## src/rtl/wwm_scene_renderer.sv

```systemverilog
// Pixel renderer and projectile collision responder. Draws sky, ground, player box and projectile
// from a once-per-frame snapshot, and holds Ack towards wwm_sm while a hit is outstanding.
//   state | meaning
//   IDLE  | no projectile in flight
//   FLY   | projectile animating, checked for ground/edge at each frame start
//   HIT   | hit reported, Ack held until animate drops
module wwm_scene_renderer #(
  parameter int H_ACTIVE_START = 144,
  parameter int V_ACTIVE_START = 35,
  parameter int SCREEN_W       = 640,
  parameter int SCREEN_H       = 480,
  parameter int GROUND_Y       = 400,
  parameter int PROJ_R         = 4,
  parameter int P1_X0          = 32
) (
  input  logic        clk,
  input  logic        Reset,
  input  logic        bright,
  input  logic [9:0]  hCount,
  input  logic [9:0]  vCount,
  input  logic [9:0]  projectileCenterX,
  input  logic [9:0]  projectileCenterY,
  input  logic        animate,
  output logic        Ack,
  output logic        frameTick,
  output logic [11:0] rgb
);

  localparam logic [9:0]         H_START = 10'(H_ACTIVE_START);
  localparam logic [9:0]         V_START = 10'(V_ACTIVE_START);
  localparam logic [9:0]         P1_XL   = 10'(P1_X0);
  localparam logic [9:0]         P1_XR   = 10'(P1_X0 + 16);
  localparam logic [9:0]         GND_Y   = 10'(GROUND_Y);
  localparam logic [9:0]         BOX_TOP = 10'(GROUND_Y - 16);
  localparam logic [10:0]        GND_Y11 = 11'(GROUND_Y);
  localparam logic [10:0]        R_U11   = 11'(PROJ_R);
  localparam logic signed [10:0] R_S11   = 11'(PROJ_R);
  localparam logic [9:0]         SCR_W   = 10'(SCREEN_W);
  localparam logic [9:0]         SCR_H   = 10'(SCREEN_H);

  typedef enum logic [1:0] {IDLE, FLY, HIT} state_t;

  state_t      state, state_next;
  logic [9:0]  proj_x_q, proj_y_q;
  logic        anim_q;
  logic        frame_start;
  logic [9:0]  x, y;
  logic signed [10:0] dx, dy;
  logic        in_proj, in_box, in_ground, hit_now;
  logic [11:0] rgb_next;

  assign frame_start = (hCount == 10'd0) && (vCount == 10'd0);
  assign x  = hCount - H_START;
  assign y  = vCount - V_START;
  assign dx = $signed({1'b0, x}) - $signed({1'b0, proj_x_q});
  assign dy = $signed({1'b0, y}) - $signed({1'b0, proj_y_q});

  assign in_proj   = anim_q && (dx <= R_S11) && (dx >= -R_S11) && (dy <= R_S11) && (dy >= -R_S11);
  assign in_box    = (x >= P1_XL) && (x < P1_XR) && (y >= BOX_TOP) && (y < GND_Y);
  assign in_ground = (y >= GND_Y);

  always_comb begin
    rgb_next = 12'h4AF;
    if (!bright)        rgb_next = 12'h000;
    else if (in_proj)   rgb_next = 12'hFF0;
    else if (in_box)    rgb_next = 12'hF00;
    else if (in_ground) rgb_next = 12'h0A0;
  end

  // Collision uses the values being latched on this same frame-start edge.
  assign hit_now = (({1'b0, projectileCenterY} + R_U11) >= GND_Y11) ||
                   (projectileCenterX >= SCR_W) || (projectileCenterY >= SCR_H);

  always_comb begin
    state_next = state;
    case (state)
      IDLE: if (frame_start && animate) state_next = FLY;
      FLY: begin
        if (frame_start) begin
          if (!animate)     state_next = IDLE;
          else if (hit_now) state_next = HIT;
        end
      end
      HIT:     if (!animate) state_next = IDLE;
      default: state_next = IDLE;
    endcase
  end

  always_ff @(posedge clk or negedge Reset) begin
    if (!Reset) begin
      state     <= IDLE;
      proj_x_q  <= '0;
      proj_y_q  <= '0;
      anim_q    <= 1'b0;
      frameTick <= 1'b0;
      rgb       <= '0;
    end else begin
      state     <= state_next;
      frameTick <= frame_start;
      rgb       <= rgb_next;
      if (frame_start) begin
        proj_x_q <= projectileCenterX;
        proj_y_q <= projectileCenterY;
        anim_q   <= animate;
      end
    end
  end

  assign Ack = (state == HIT);

endmodule

```

## config.mk

```make
export PLATFORM = sky130hd
export DESIGN_NAME = wwm_scene_renderer
export DESIGN_NICKNAME = d
export VERILOG_FILES = /design/src/rtl/wwm_scene_renderer.sv
export SDC_FILE = /design/constraint.sdc
export NUM_CORES = 1
export LEC_CHECK = 0
export ABC_CLOCK_PERIOD_IN_PS = 6200
export CORE_ASPECT_RATIO = 0.6
export CORE_MARGIN = 5
export CORE_UTILIZATION = 46
export CTS_BUF_LIST = sky130_fd_sc_hd__clkbuf_2 sky130_fd_sc_hd__clkbuf_4 sky130_fd_sc_hd__clkbuf_8
export CTS_CLUSTER_DIAMETER = 120
export DETAILED_ROUTE_END_ITERATION = 8
export GPL_TIMING_DRIVEN = 0
export PLACE_DENSITY = 0.76
export SYNTH_ARGS = -nofsm -noshare
export SYNTH_HDL_FRONTEND = slang
export SYNTH_SLANG_ARGS = --single-unit
```

## constraint.sdc

```tcl
create_clock -name clk -period 6.2 [get_ports clk]
set_input_delay 1.24 -clock clk [delete_from_list [all_inputs] [get_ports clk]]
set_output_delay 1.24 -clock clk [all_outputs]
set_load 0.01 [all_outputs]
```

# Word-level counts from Yosys, hierarchy flattened
# Index checks and enable logic that the tools add are counted.
# word_totals
reg_bits	36
inputBits	44
out_inout_bits	14
wordCells	54
# op_classes
addsub	5
order_cmp	12
eq_ne	6
muxes	10
n_reduce_logical	15
# ops
op	n
$mux W12	3
$ge A10 B9 Y1 const B	3
$ge A11 B3 Y1 const B	2
$le A11 B4 Y1 const B	2
$sub A10 B10 Y11	2
$logic_not A10 Y1	2
$add A10 B3 Y11 const B	1
$ge A11 B9 Y1 const B	1
$mux W11	1
$ge A10 B10 Y1 const B	1
$ge A10 B6 Y1 const B	1
$lt A10 B6 Y1 const B	1
$lt A10 B9 Y1 const B	1
$mux W2	5
$sub A10 B6 Y10 const B	1
$sub A10 B8 Y10 const B	1
$logic_and A1 B1 Y1	9
$ne A2 B2 Y1 const B	3
$pmux W2 S3	1
$reduce_and A4 Y1	1
$ne A3 B3 Y1 const B	1
$eq A2 B1 Y1 const B	1
$eq A2 B2 Y1 const B	1
$logic_not A2 Y1	1
$logic_or A1 B1 Y1	2

# Logic depth before layout (Yosys ltp)
# depth
ltp_word	9
mapped_depth	13
depth_no_buf	13

# Worst setup path before layout
# No wires, ideal clock.
# synth_timing
kind	input-to-reg
startpoint	in vCount[2]
endpoint	reg rgb[6]
setup_ns	0.066
t_arrival_ns	4.076
required_ns	6.134
setup_slack_ns	2.058
cell_stages	12
n_path_buf	0
cell_sequence	or3_1 -> o21ai_1 -> xor2_1 -> ha_1 -> a21o_1 -> a2111oi_4 -> nand2b_1 -> o311ai_1 -> and4b_1 -> or4b_4 -> a22oi_4 -> and2_1
# synth_via
elab_chain_len	7
elab_cells_between_ends	13
classes_between	2 x add/sub; 4 x order compare; 3 x mux; 4 x reduce/logical
# synth_rtl
item	line	source
start: declaration	20	input logic [9:0] vCount,
$sub A10 B6 Y10 *	54	assign y = vCount - V_START;
$sub A10 B10 Y11 or $ge A10 B9 Y1 (tied branches)	56, 59	
$le A11 B4 Y1 or $logic_and A1 B1 Y1 (tied branches)	58, 59	
$logic_and A1 B1 Y1, on equally long branches	58, 59	
$logic_and A1 B1 Y1 or $mux W12 (tied branches)	58, 66	
$mux W12 *	65	else if (in_proj) rgb_next = 12'hFF0;
$mux W12 *	64	if (!bright) rgb_next = 12'h000;
end signal: assignment	100	rgb <= rgb_next;
end: declaration	26	output logic [11:0] rgb
# Every way passes the cells marked *; elsewhere a longest branch is shown, timed or not.
# A chain may end at the register's enable or synchronous reset.

# Final worst setup path
# layout_timing
startpoint	in vCount[2]
endpoint	reg rgb[7]
# The elaborated chain is that of the path after synthesis.

==> key figures <==
Outcome
  • Status: finished, final reports clean

Logic synthesis
  • Post-synth top area cell: dfrtp_1
  • Share of the synthesized area in the top cell type: 0.279
  • Ranking of synthesized cells by area: dfrtp_1 (28%), ha_1 (12%), o21ai_0 (5.2%), xor2_1 (5.0%), inv_1 (4.3%)
  • Seq/Total Area, Yosys: 0.279
  • Post-synthesis simple-gate area fraction: 0.195
  • Synthesized area per cell: 8.60 um^2
  • Count leader, synth: inv_1
  • Syn Nets: 373
  • FF+latch count, synth: 29
  • Synth warn: 0
  • Async SR Flop Fraction: 1.00
  • Compound-cell area share of the yosys netlist: 0.227
  • Synthesized cell area: 2600 um^2
  • Cells after synthesis: 303
  • EDFF count, synth: 0
  • Adder-cell share of the synthesized area: 0.131
  • Largest family of logic cells by synthesized area: compound AO/OA/AOI/OAI gates
  • Post-synthesis mux area share: 0.0168
  • Post-Synth XOR/XNOR Area: 0.0807
  • Ys flop type: dfrtp_1
  • Synth cell types: 62
  • Top post-synthesis cells by count: inv_1 (30), dfrtp_1 (29), nand2_1 (28)

Min path
  • Hold crit path type: reg2reg
  • Hold Startpoint: state[1]
  • Sink of the worst hold path: state[0]
  • WHS Path Cells: 1

Route
  • Antenna viol nets, final: 0
  • Vias/cell: 5.48
  • Final wirelength: 7020 um
  • DRC viols: 0
  • Drt initial violations: 161
  • Drt pass-1 iters: 4
  • Routed len/inst: 15.7 um
  • Total vias in the final route: 2453

Clock network
  • Cts hold-fix bufs: 0
  • CTS tree: built
  • Post-CTS Resized: 0
  • Clock sink count: 29
  • Max Buffers Root-to-Sink: 2
  • Clock transition at the registers of the reported paths: 0.07 ns
  • Worst skew pair latency: 0.29 ns
  • Root Buffer: clkbuf_8
  • Post-CTS setup buffers: 0
  • Clock buffer count from CTS: 5
  • H-tree Lvls: 2

Worst setup path
  • CP max FO: 5
  • Worst stage delay on the critical path: 0.51 ns
  • FF-to-FF path depth: 11
  • Critical R2R Launch: proj_x_q[0]
  • CP Cell Sequence: clkdlybuf4s50_1 > or3_1 > o21ai_1 > xor2_1 > ha_1 > a21o_1 > a2111oi_4 > nand2b_1 > o311ai_1 > and4b_1 > or4b_4 > a22oi_4 > o41a_1
  • Critical path's slowest cell: or3_1
  • R2R Path End: rgb[7]
  • CP endpoint kind: flop
  • WS Path Type: in2reg
  • Arrival time at the worst endpoint: 4.97 ns
  • Startpoint Class: input port
  • Critical path required time: 6.41 ns
  • Reg2Reg Setup Slack: 3.21 ns
  • Critical Path Source: vCount[2]

Floorplanning
  • Die W: 107 um
  • Ports: 58
  • Core area: 5540 um^2
  • # rows: 21
  • Die ar.: 7320 um^2
  • Initial Utilization: 0.470
  • Die height: 68.3 um

Power
  • Sw power: 0.142 mW
  • Comb power frac: 0.249
  • Leakage: 1.56 nW
  • Flop pwr share: 0.362
  • Maximum VDD drop: 0.119 mV
  • Net Sw Frac: 0.268
  • PwrDens: 156 nW/um^2
  • Int Pwr: 0.387 mW
  • Clk network pwr share: 0.390

Timing
  • Clock Skew: 0.0103 ns
  • Hold_ws: 0.466 ns
  • Max-slew violations: 0
  • F_max: 0.210 GHz
  • Final Hold Viols: 0
  • Final setup violation count: 0
  • Tcrit/Tclk final: 0.767
  • Worst slew margin: 0.559
  • Slew @ Worst Pin: 0.661 ns
  • Setup ws final: 1.45 ns
  • Setup TNS: 0 ns
  • Clock period minus worst slack: 4.75 ns
  • RSZ-0062 raised after global routing: false

Global route
  • Largest net degree at the start of global routing: 30
  • Initial antenna violation count: 0
  • M3 GR Usage: 0.0509
  • Global Route met2 Usage: 0.293
  • Grt ovf: 0
  • All-Layer GR Usage: 0.204
  • Vias in the first global route: 2359
  • Wire length of the first global-routing pass: 11600 um
  • Grt peak-use layer: met1
  • GR Util met1: 0.313

Placed design
  • HPWL Detailed: 5700 um
  • Buffers on Ports: 57
  • GP Congestion: 0.885
  • Placed instance area: 3280 um^2
  • Place WS: 1.18 ns

Cells and area
  • Share of cells above drive strength 1: 0.0951
  • Fin area: 3390 um^2
  • Synthesis-to-layout area growth: 30.2%
  • Final #Nets: 437
  • Fin util: 0.612
  • Diodes inserted: 0

Flow run
  • Max_cap viols: 0
[state kept, by name (all words and copies together) (netlist names)]
name and flops:
state 2, proj_y_q 10, frameTick 1, rgb 5, anim_q 1, proj_x_q 10
[final cells by class]
cell class                 count  area [um^2]
fill                         487         2150
multi-input combinational    232         1690
sequential                    29          726
timing repair buffer          57          566
inverter                      30          113
tap                           80          100
clock buffer                   6         82.6
buffer                        12         73.8
clock inverter                 2         37.5
[stage by stage]
step / power (mW) / cells
after floorplan: 0.265 / 303
after global placement: 0.323 / 440
after detailed placement: 0.324 / 440
after CTS: 0.530 / 448
after global routing: 0.555 / 448
final: 0.529 / 448
[per-layer routing]
layer  vias up  routed length (um)
met4         0                  19
met1      1141                3740
met5         -                   0
met2       108                2630
li1       1201                   -
met3         3                 629
[power by group through the flow]
stage          clock network, mW  registers [mW]  logic (mW)
6_report                   0.206           0.191       0.132
2_1_floorplan                  0           0.196      0.0695
3_5_place_dp                   0           0.195       0.129
5_1_grt                    0.219           0.191       0.145
3_3_place_gp                   0           0.195       0.128
4_1_cts                    0.208           0.191       0.131
[kinds of logic after synthesis]
logic type | after synthesis
compound gates | 84
xor+xnor | 24
fa+ha+maj | 26
buf+inv | 42
flops | 29
mux | 4
simple gates | 94
[cells in the final DEF, fill, tap and decap left out, types with 4 or more instances in the layout]
cell             count
a21oi_1             14
o21a_1               6
o21ai_1              4
nor3_1               7
ha_1                24
xor2_1              15
clkbuf_8             6
o21ai_0             27
dfrtp_1             29
xnor2_1              9
a21o_1               5
nor2_1              16
nor2b_1              6
buf_4                7
inv_1               30
nand2_1             28
clkdlybuf4s50_1     56
[critical path, delay by kind of cell]
kind / cells / cell delay, ns
and+or+nand+nor: 4 / 1.32
xor gates and xnor gates: 1 / 0.24
buffers and inverters: 1 / 0.48
adders and majority gates: 1 / 0.30
AOI/OAI and AO/OA: 6 / 1.38
[worst max-delay path by stage]
stage                   to  slack [ns]  cells past startpoint
global route        rgb[7]        1.23                     13
floorplan           rgb[6]        2.06                     12
finish              rgb[7]        1.45                     13
CTS                 rgb[7]        1.46                     13
global placement    rgb[7]        1.24                     13
detailed placement  rgb[7]        1.18                     13
Power figures use the tool's default switching activity.
